### src/rtl/game_pkg.sv
// Shared types and constants for the labyrinth game-flow sequencer.
package game_pkg;

  localparam int STAGE_W    = 3;
  localparam int FRAME_RATE = 60;

  typedef enum logic [STAGE_W-1:0] {
    ST_IDLE = 3'd0,
    ST_PLAY = 3'd1,
    ST_HIT  = 3'd2,
    ST_WON  = 3'd3,
    ST_LOST = 3'd4
  } stage_e;

  localparam logic MSG_WIN  = 1'b0;
  localparam logic MSG_LOSE = 1'b1;

  function automatic logic is_end(stage_e s);
    return (s == ST_WON) || (s == ST_LOST);
  endfunction

endpackage

### src/rtl/game_flow_ctl_if.sv
// Signal bundle between the game-flow sequencer and the rest of the VGA game.
interface game_flow_ctl_if;
  import game_pkg::*;

  logic               vsync_in;
  logic               start;
  logic               goal_reached;
  logic               collision;
  logic [STAGE_W-1:0] stage;
  logic               freeze;
  logic               respawn;
  logic [1:0]         lives;
  logic               msg_enable;
  logic               msg_select;
  logic [6:0]         time_left;

  modport master (
    output vsync_in, start, goal_reached, collision,
    input  stage, freeze, respawn, lives, msg_enable, msg_select, time_left
  );

  modport slave (
    input  vsync_in, start, goal_reached, collision,
    output stage, freeze, respawn, lives, msg_enable, msg_select, time_left
  );

endinterface

### src/rtl/frame_tick_gen.sv
// One-cycle frame tick per rising vsync edge; with GAME_TIMER_EN it also
// divides frame ticks down to one-second ticks while the game clock runs.
module frame_tick_gen
  import game_pkg::*;
`ifdef GAME_TIMER_EN
#(
  parameter int FRAMES_PER_SEC = FRAME_RATE
)
`endif
(
  input  logic pclk,
  input  logic rst,
  input  logic vsync_in,
`ifdef GAME_TIMER_EN
  input  logic sec_run,
  input  logic sec_clr,
  output logic sec_tick,
`endif
  output logic frame_tick
);

  logic vsync_q, vsync_d;
  logic armed_q, armed_d;

  always_comb begin
    vsync_d = vsync_in;
    armed_d = 1'b1;
  end

  always_ff @(posedge pclk) begin
    if (!rst) begin
      vsync_q <= 1'b0;
      armed_q <= 1'b0;
    end else begin
      vsync_q <= vsync_d;
      armed_q <= armed_d;
    end
  end

  // armed_q masks the first cycle after reset so a vsync already high does not tick
  assign frame_tick = armed_q && vsync_in && !vsync_q;

`ifdef GAME_TIMER_EN
  localparam int DIV_W = $clog2(FRAMES_PER_SEC + 1);
  localparam logic [DIV_W-1:0] DIV_LAST = DIV_W'(FRAMES_PER_SEC - 1);

  logic [DIV_W-1:0] div_q, div_d;

  assign sec_tick = sec_run && frame_tick && (div_q == DIV_LAST);

  always_comb begin
    div_d = div_q;
    if (sec_clr)
      div_d = '0;
    else if (sec_run && frame_tick)
      div_d = (div_q == DIV_LAST) ? '0 : div_q + DIV_W'(1);
  end

  always_ff @(posedge pclk) begin
    if (!rst) div_q <= '0;
    else      div_q <= div_d;
  end
`endif

endmodule

### src/rtl/game_flow_ctl.sv
// Top-level game sequencer: idle/play/hit/won/lost FSM, lives and hold timing.
// Optional countdown timer with timeout-to-LOST is built when GAME_TIMER_EN is defined.
module game_flow_ctl
  import game_pkg::*;
#(
  parameter int LIVES           = 3,
  parameter int FRAMES_PER_SEC  = FRAME_RATE,
  parameter int HIT_HOLD_FRAMES = 60,
  parameter int END_HOLD_FRAMES = 120,
  parameter int TIME_LIMIT      = 99
) (
  input  logic            pclk,
  input  logic            rst,
  game_flow_ctl_if.slave  bus
);

  if (LIVES < 1 || LIVES > 3 || HIT_HOLD_FRAMES < 1 || END_HOLD_FRAMES < 1 ||
      FRAMES_PER_SEC < 1 || TIME_LIMIT < 1 || TIME_LIMIT > 127) begin : g_bad_cfg
    $error("game_flow_ctl: parameter out of range");
  end

  localparam int HOLD_MAX = (HIT_HOLD_FRAMES > END_HOLD_FRAMES) ? HIT_HOLD_FRAMES
                                                                : END_HOLD_FRAMES;
  localparam int HOLD_W = $clog2(HOLD_MAX + 1);
  localparam logic [HOLD_W-1:0] HIT_LAST   = HOLD_W'(HIT_HOLD_FRAMES - 1);
  localparam logic [HOLD_W-1:0] END_SAT    = HOLD_W'(END_HOLD_FRAMES);
  localparam logic [1:0]        LIVES_INIT = 2'(LIVES);

  stage_e            state_q, state_d;
  logic [1:0]        lives_q, lives_d;
  logic [HOLD_W-1:0] hold_q, hold_d;
  logic              respawn_q, respawn_d;
  logic              freeze_q, freeze_d;
  logic              msg_enable_q, msg_enable_d;
  logic              msg_select_q, msg_select_d;
  logic              frame_tick;

`ifdef GAME_TIMER_EN
  localparam logic [6:0] TIME_INIT = 7'(TIME_LIMIT);

  logic [6:0] time_left_q, time_left_d;
  logic       sec_run, sec_clr, sec_tick, expire;

  assign sec_run = (state_q == ST_PLAY) || (state_q == ST_HIT);
  assign expire  = sec_run && ((time_left_q == 7'd0) || (sec_tick && time_left_q == 7'd1));

  frame_tick_gen #(.FRAMES_PER_SEC(FRAMES_PER_SEC)) u_tick (
    .pclk       (pclk),
    .rst        (rst),
    .vsync_in   (bus.vsync_in),
    .sec_run    (sec_run),
    .sec_clr    (sec_clr),
    .sec_tick   (sec_tick),
    .frame_tick (frame_tick)
  );
`else
  frame_tick_gen u_tick (
    .pclk       (pclk),
    .rst        (rst),
    .vsync_in   (bus.vsync_in),
    .frame_tick (frame_tick)
  );
`endif

  always_comb begin
    state_d      = state_q;
    lives_d      = lives_q;
    hold_d       = hold_q;
    respawn_d    = 1'b0;
    msg_select_d = msg_select_q;
`ifdef GAME_TIMER_EN
    sec_clr      = 1'b0;
    time_left_d  = time_left_q;
    if (sec_run && sec_tick && time_left_q != 7'd0)
      time_left_d = time_left_q - 7'd1;
`endif

    case (state_q)
      ST_IDLE: begin
        if (bus.start) begin
          state_d   = ST_PLAY;
          lives_d   = LIVES_INIT;
          respawn_d = 1'b1;
          hold_d    = '0;
`ifdef GAME_TIMER_EN
          time_left_d = TIME_INIT;
          sec_clr     = 1'b1;
`endif
        end
      end

      ST_PLAY: begin
        if (bus.goal_reached) begin
          state_d      = ST_WON;
          msg_select_d = MSG_WIN;
          hold_d       = '0;
        end
`ifdef GAME_TIMER_EN
        else if (expire) begin
          state_d      = ST_LOST;
          msg_select_d = MSG_LOSE;
          hold_d       = '0;
        end
`endif
        // while the respawn pulse is out the user is still being moved back to start
        else if (bus.collision && !respawn_q) begin
          hold_d = '0;
          if (lives_q > 2'd1) begin
            state_d   = ST_HIT;
            lives_d   = lives_q - 2'd1;
            respawn_d = 1'b1;
          end else begin
            state_d      = ST_LOST;
            lives_d      = 2'd0;
            msg_select_d = MSG_LOSE;
          end
        end
      end

      ST_HIT: begin
`ifdef GAME_TIMER_EN
        if (expire) begin
          state_d      = ST_LOST;
          msg_select_d = MSG_LOSE;
          hold_d       = '0;
        end else
`endif
        if (frame_tick) begin
          if (hold_q == HIT_LAST) begin
            state_d = ST_PLAY;
            hold_d  = '0;
          end else begin
            hold_d = hold_q + HOLD_W'(1);
          end
        end
      end

      ST_WON, ST_LOST: begin
        if (bus.start && hold_q == END_SAT) begin
          state_d   = ST_PLAY;
          lives_d   = LIVES_INIT;
          respawn_d = 1'b1;
          hold_d    = '0;
`ifdef GAME_TIMER_EN
          time_left_d = TIME_INIT;
          sec_clr     = 1'b1;
`endif
        end else if (frame_tick && hold_q != END_SAT) begin
          hold_d = hold_q + HOLD_W'(1);
        end
      end

      default: state_d = ST_IDLE;
    endcase

    freeze_d     = (state_d != ST_PLAY);
    msg_enable_d = is_end(state_d);
  end

  always_ff @(posedge pclk) begin
    if (!rst) begin
      state_q      <= ST_IDLE;
      lives_q      <= 2'd0;
      hold_q       <= '0;
      respawn_q    <= 1'b0;
      freeze_q     <= 1'b1;
      msg_enable_q <= 1'b0;
      msg_select_q <= 1'b0;
    end else begin
      state_q      <= state_d;
      lives_q      <= lives_d;
      hold_q       <= hold_d;
      respawn_q    <= respawn_d;
      freeze_q     <= freeze_d;
      msg_enable_q <= msg_enable_d;
      msg_select_q <= msg_select_d;
    end
  end

`ifdef GAME_TIMER_EN
  always_ff @(posedge pclk) begin
    if (!rst) time_left_q <= 7'd0;
    else      time_left_q <= time_left_d;
  end
  assign bus.time_left = time_left_q;
`else
  assign bus.time_left = 7'd0;
`endif

  assign bus.stage      = state_q;
  assign bus.lives      = lives_q;
  assign bus.respawn    = respawn_q;
  assign bus.freeze     = freeze_q;
  assign bus.msg_enable = msg_enable_q;
  assign bus.msg_select = msg_select_q;

endmodule
### src/flat_wrapper.sv
// flat-port wrapper written by rule: the top's interface ports become plain ports
module game_flow_ctl_flat import game_pkg::*;
#(
  parameter int LIVES           = 3,
  parameter int FRAMES_PER_SEC  = FRAME_RATE,
  parameter int HIT_HOLD_FRAMES = 60,
  parameter int END_HOLD_FRAMES = 120,
  parameter int TIME_LIMIT      = 99
)
  (pclk, rst, bus_vsync_in, bus_start, bus_goal_reached, bus_collision, bus_stage, bus_freeze, bus_respawn, bus_lives, bus_msg_enable, bus_msg_select, bus_time_left);
  game_flow_ctl_if bus_i ();
  input  logic pclk;
  input  logic rst;
  input wire logic [$bits(bus_i.vsync_in)-1:0] bus_vsync_in;
  input wire logic [$bits(bus_i.start)-1:0] bus_start;
  input wire logic [$bits(bus_i.goal_reached)-1:0] bus_goal_reached;
  input wire logic [$bits(bus_i.collision)-1:0] bus_collision;
  output wire logic [$bits(bus_i.stage)-1:0] bus_stage;
  output wire logic [$bits(bus_i.freeze)-1:0] bus_freeze;
  output wire logic [$bits(bus_i.respawn)-1:0] bus_respawn;
  output wire logic [$bits(bus_i.lives)-1:0] bus_lives;
  output wire logic [$bits(bus_i.msg_enable)-1:0] bus_msg_enable;
  output wire logic [$bits(bus_i.msg_select)-1:0] bus_msg_select;
  output wire logic [$bits(bus_i.time_left)-1:0] bus_time_left;
  assign bus_i.vsync_in = bus_vsync_in;
  assign bus_i.start = bus_start;
  assign bus_i.goal_reached = bus_goal_reached;
  assign bus_i.collision = bus_collision;
  assign bus_stage = bus_i.stage;
  assign bus_freeze = bus_i.freeze;
  assign bus_respawn = bus_i.respawn;
  assign bus_lives = bus_i.lives;
  assign bus_msg_enable = bus_i.msg_enable;
  assign bus_msg_select = bus_i.msg_select;
  assign bus_time_left = bus_i.time_left;
  game_flow_ctl #(.LIVES(LIVES), .FRAMES_PER_SEC(FRAMES_PER_SEC), .HIT_HOLD_FRAMES(HIT_HOLD_FRAMES), .END_HOLD_FRAMES(END_HOLD_FRAMES), .TIME_LIMIT(TIME_LIMIT)) u_core (.pclk(pclk), .rst(rst), .bus(bus_i));
endmodule
### config.mk
export PLATFORM = sky130hd
export DESIGN_NAME = game_flow_ctl_flat
export DESIGN_NICKNAME = d
export VERILOG_FILES = /design/src/rtl/game_pkg.sv /design/src/rtl/game_flow_ctl_if.sv /design/src/rtl/frame_tick_gen.sv /design/src/rtl/game_flow_ctl.sv /design/src/flat_wrapper.sv
export SDC_FILE = /design/constraint.sdc
export NUM_CORES = 1
export LEC_CHECK = 0
export CAP_MARGIN = 5
export CELL_PAD_IN_SITES_DETAIL_PLACEMENT = 1
export CELL_PAD_IN_SITES_GLOBAL_PLACEMENT = 2
export CORE_MARGIN = 2
export CORE_UTILIZATION = 29
export DETAILED_ROUTE_END_ITERATION = 10
export GPL_ROUTABILITY_DRIVEN = 0
export PLACE_DENSITY = 0.88
export SYNTH_ARGS = -nofsm -noshare
export SYNTH_HDL_FRONTEND = slang
export SYNTH_SLANG_ARGS = --single-unit
### constraint.sdc
create_clock -name pclk -period 2.1 [get_ports pclk]
set_input_delay 0.315 -clock pclk [delete_from_list [all_inputs] [get_ports pclk]]
set_output_delay 0.315 -clock pclk [all_outputs]
set_load 0.005 [all_outputs]
==> summary.md <==
| Metric | Value |
|---|---|
| Run status | completed |
| Final setup fails | 0 |
| Clock Tree Root | clkbuf_8 |
| Delay of the slowest critical-path stage | 0.43 ns |
| Port-buffer cells | 14 |
| Maximum clock frequency | 0.508 GHz |
| Layout cells sized above 1 | 0.125 |
| 1st-pass router iterations | 4 |
| Post-synth cell types | 46 |
| Num CTS Buffers | 3 |
| Antenna diodes | 0 |
| Tmin final | around 2.0 ns |
| Drt wl/cell | 14.0 µm |
| Post-route cell area | 1340 µm² |
| Hold Buf Count CTS | 0 |
| Hold Path Class | reg2reg |
| CTS Sinks | 18 |
| Area contributors post-synth | dfxtp_1, buf_4, nand3b_1 |
| Placed cell areas | 1280 µm² |
| Critical-path cell list | inv_1, ha_1, and3_1, o2bb2ai_2, a21bo_4, or4b_1, o22ai_1 |
| Io pins | 22 |
| Vias in the first global route | 1,031 |
| CP top delay family | simple AND/OR/NAND/NOR gates |
| Post-Place Cells | 196 |
| TritonCTS clock tree | built |
| Crit Path Category | reg2reg |
| Util after Layout | 0.368 |
| Die Ht | 65.3 µm |
| DR vias | 1,013 |
| Ys Warns | 0 |
| Total negative slack | 0 ns |
| WP data required | between 2 and 2.5 ns |
| Fin. max-slew vios | 0 |
| Period utilization | 0.937 |
| Worst vdd ir | 307 µV |
| Setup bufs post-CTS | 0 |
| CP endpoint kind | flip-flop |
| DP Wirelength | 2160 µm |
| P per Cell Area | 688 nW/µm² |
| # DRC | 0 |
| H-tree lvl count | 1 |
| Antenna Nets Post-Route | 0 |
| Total die area | 4260 µm² |
| Post-synthesis sequential area ratio | 0.331 |
| Non-Filler Instances | 200 |
| Worst path bufs/invs | 1 |
| Syn-to-layout area delta | 22.8% |
| Number of gates resized after cts | 0 |
| Area share of the largest cell type after synthesis | 0.331 |
| Clk slew on worst S/H paths | 0.07 ns |
| CTS max path bufs | 2 |
| WHS | 0.512 ns |
| First-pass GRT wire length | approximately 4600 µm |
| Avg Inst Size Synth | 8.25 µm² |
| Largest area contributor in the netlist | dfxtp_1 |
| Crit path launch type | flip-flop |
| Final hold vios | 0 |
| Routed vias/inst | 5.07 |
| Worst clock skew | just over 0.005 ns |
| Initial antenna violation count | 0 |
| Nets | around 160 |
| Mapped Area | 1090 µm² |
| Max-cap viol count | 0 |
| # rows | 22 |
| GRT Overall Usage | 0.141 |
| Register bit count reported by yosys | 18 |
| Lkg Pwr | 0.503 nW |
| WP data arrival | 2.16 ns |
| CP max-delay cell | or4b_1 |
| Crit path max fanout | 9 |
| Post-Route WL | 2800 µm |
| Clock Latency Late Sink | 0.26 ns |
| Core Region | 3630 µm² |
| Starting Density | 0.300 |
| Die width | 65.3 µm |
| RSZ-0062 raised after global routing | no |
| Post-Syn Instances | 132 |
| DR iter-0 viols | 44 |
| Largest net degree at the start of global routing | 16 |
| Gr ovfl total | 0 |
==> placed cells by master, fill, tap and decap left out, types with 3 or more instances in the layout <==
cell type        Yosys  routed
dfxtp_1             18      18
a31oi_1              4       4
nand4_1              3       3
clkbuf_8             0       4
inv_1                5       5
nor2_1              10      10
clkdlybuf4s50_1      0      14
a21oi_1              8       8
nand2_1              9       9
buf_4                9       9
o21ai_0              8       8
o22ai_1              4       4
nand3_1              5       5
conb_1               1       7
nand3b_1             6       6
==> routing by layer <==
metal | wire, µm | track usage | vias up
li1 | - | - | 507
met1 | 1280 | 0.167 | 486
met2 | 1390 | 0.249 | 17
met3 | 103 | 0.0428 | 3
met4 | 21 | 0.0313 | 0
met5 | 0 | 0 | -
==> worst paths after layout <==
path	from	to	slack, ns	depth (start not counted)
worst max register to register	u_core.hold_q[0]	u_core.hold_q[6]	0.13	7
worst min-delay path	u_core.hold_q[0]	u_core.hold_q[0]	0.51	2
worst min register to register	u_core.hold_q[0]	u_core.hold_q[0]	0.51	2
worst max-delay path	u_core.hold_q[0]	u_core.hold_q[6]	0.13	7
==> report_power, final <==
group / internal (mW) / total (mW) / switching [mW]
registers: 0.366 / 0.394 / 0.0282
logic: 0.122 / 0.237 / 0.115
clock network: 0.167 / 0.288 / 0.121
==> synthesized netlist by cell type, drive strengths merged <==
cell     instances
a211oi           2
a21bo            1
a21boi           1
a21o             1
a21oi            8
a31oi            4
and2             1
and3             2
and3b            1
and4b            2
buf             11
clkbuf           2
clkinv           1
conb             1
dfxtp           18
ha               2
inv              5
nand2            9
nand2b           2
nand3            5
nand3b           6
nand4            3
nand4b           1
nor2            10
nor2b            1
nor3             1
nor3b            2
o2111ai          1
o211a            1
o211ai           1
o21a             2
o21ai            9
o21bai           1
o22ai            4
o2bb2ai          1
o311ai           1
o32a             1
o41ai            1
or2              1
or2b             1
or3              2
or3b             1
or4b             1
==> cells by family (layout without fill, tap and decap cells) <==
group,count (synthesis),count (layout),synth area share
AO/OA/AOI/OAI,40,40,0.255
buffers and inverters,19,33,0.110
flip-flops,18,18,0.331
other,1,7,0.00344
adder cells (fa/ha/maj),2,2,0.0230
AND/OR/NAND/NOR,52,52,0.277
==> cell type report <==
type / instances / area [µm²]
Sequential cell: 18 / 360
Fill cell: 454 / 2300
Inverter: 6 / 22.5
Tap cell: 48 / 60.1
Clock buffer: 4 / 55.1
Timing Repair Buffer: 23 / 208
Multi-Input combinational cell: 101 / 631
==> flip-flops by register name, indices dropped and copies added (netlist names) <==
register and flops:
u_core.bus.lives 2, u_core.bus.msg_enable 1, u_core.bus.respawn 1, u_core.hold_q 7, u_core.bus.freeze 1, u_core.bus.msg_select 1, u_core.u_tick.armed_q 1, u_core.u_tick.vsync_q 1
u_core.bus.stage 3
==> stage by stage <==
step           power, mW  setup WS (ns)
2_1_floorplan      0.544          0.243
3_3_place_gp       0.630         0.0865
3_5_place_dp       0.637         0.0440
4_1_cts            0.935          0.128
5_1_grt            0.976         0.0318
6_report           0.919          0.132
==> worst register-to-register path: cells and delay by family, from the launching register on <==
family	cells	cell delay, ns
adder cells (fa/ha/maj)	1	0.23
AO/OA/AOI/OAI	3	0.57
flip-flops	1	0.37
AND/OR/NAND/NOR	2	0.67
buffers and inverters	1	0.07
Note: power is estimated with default switching activity, not from simulation.
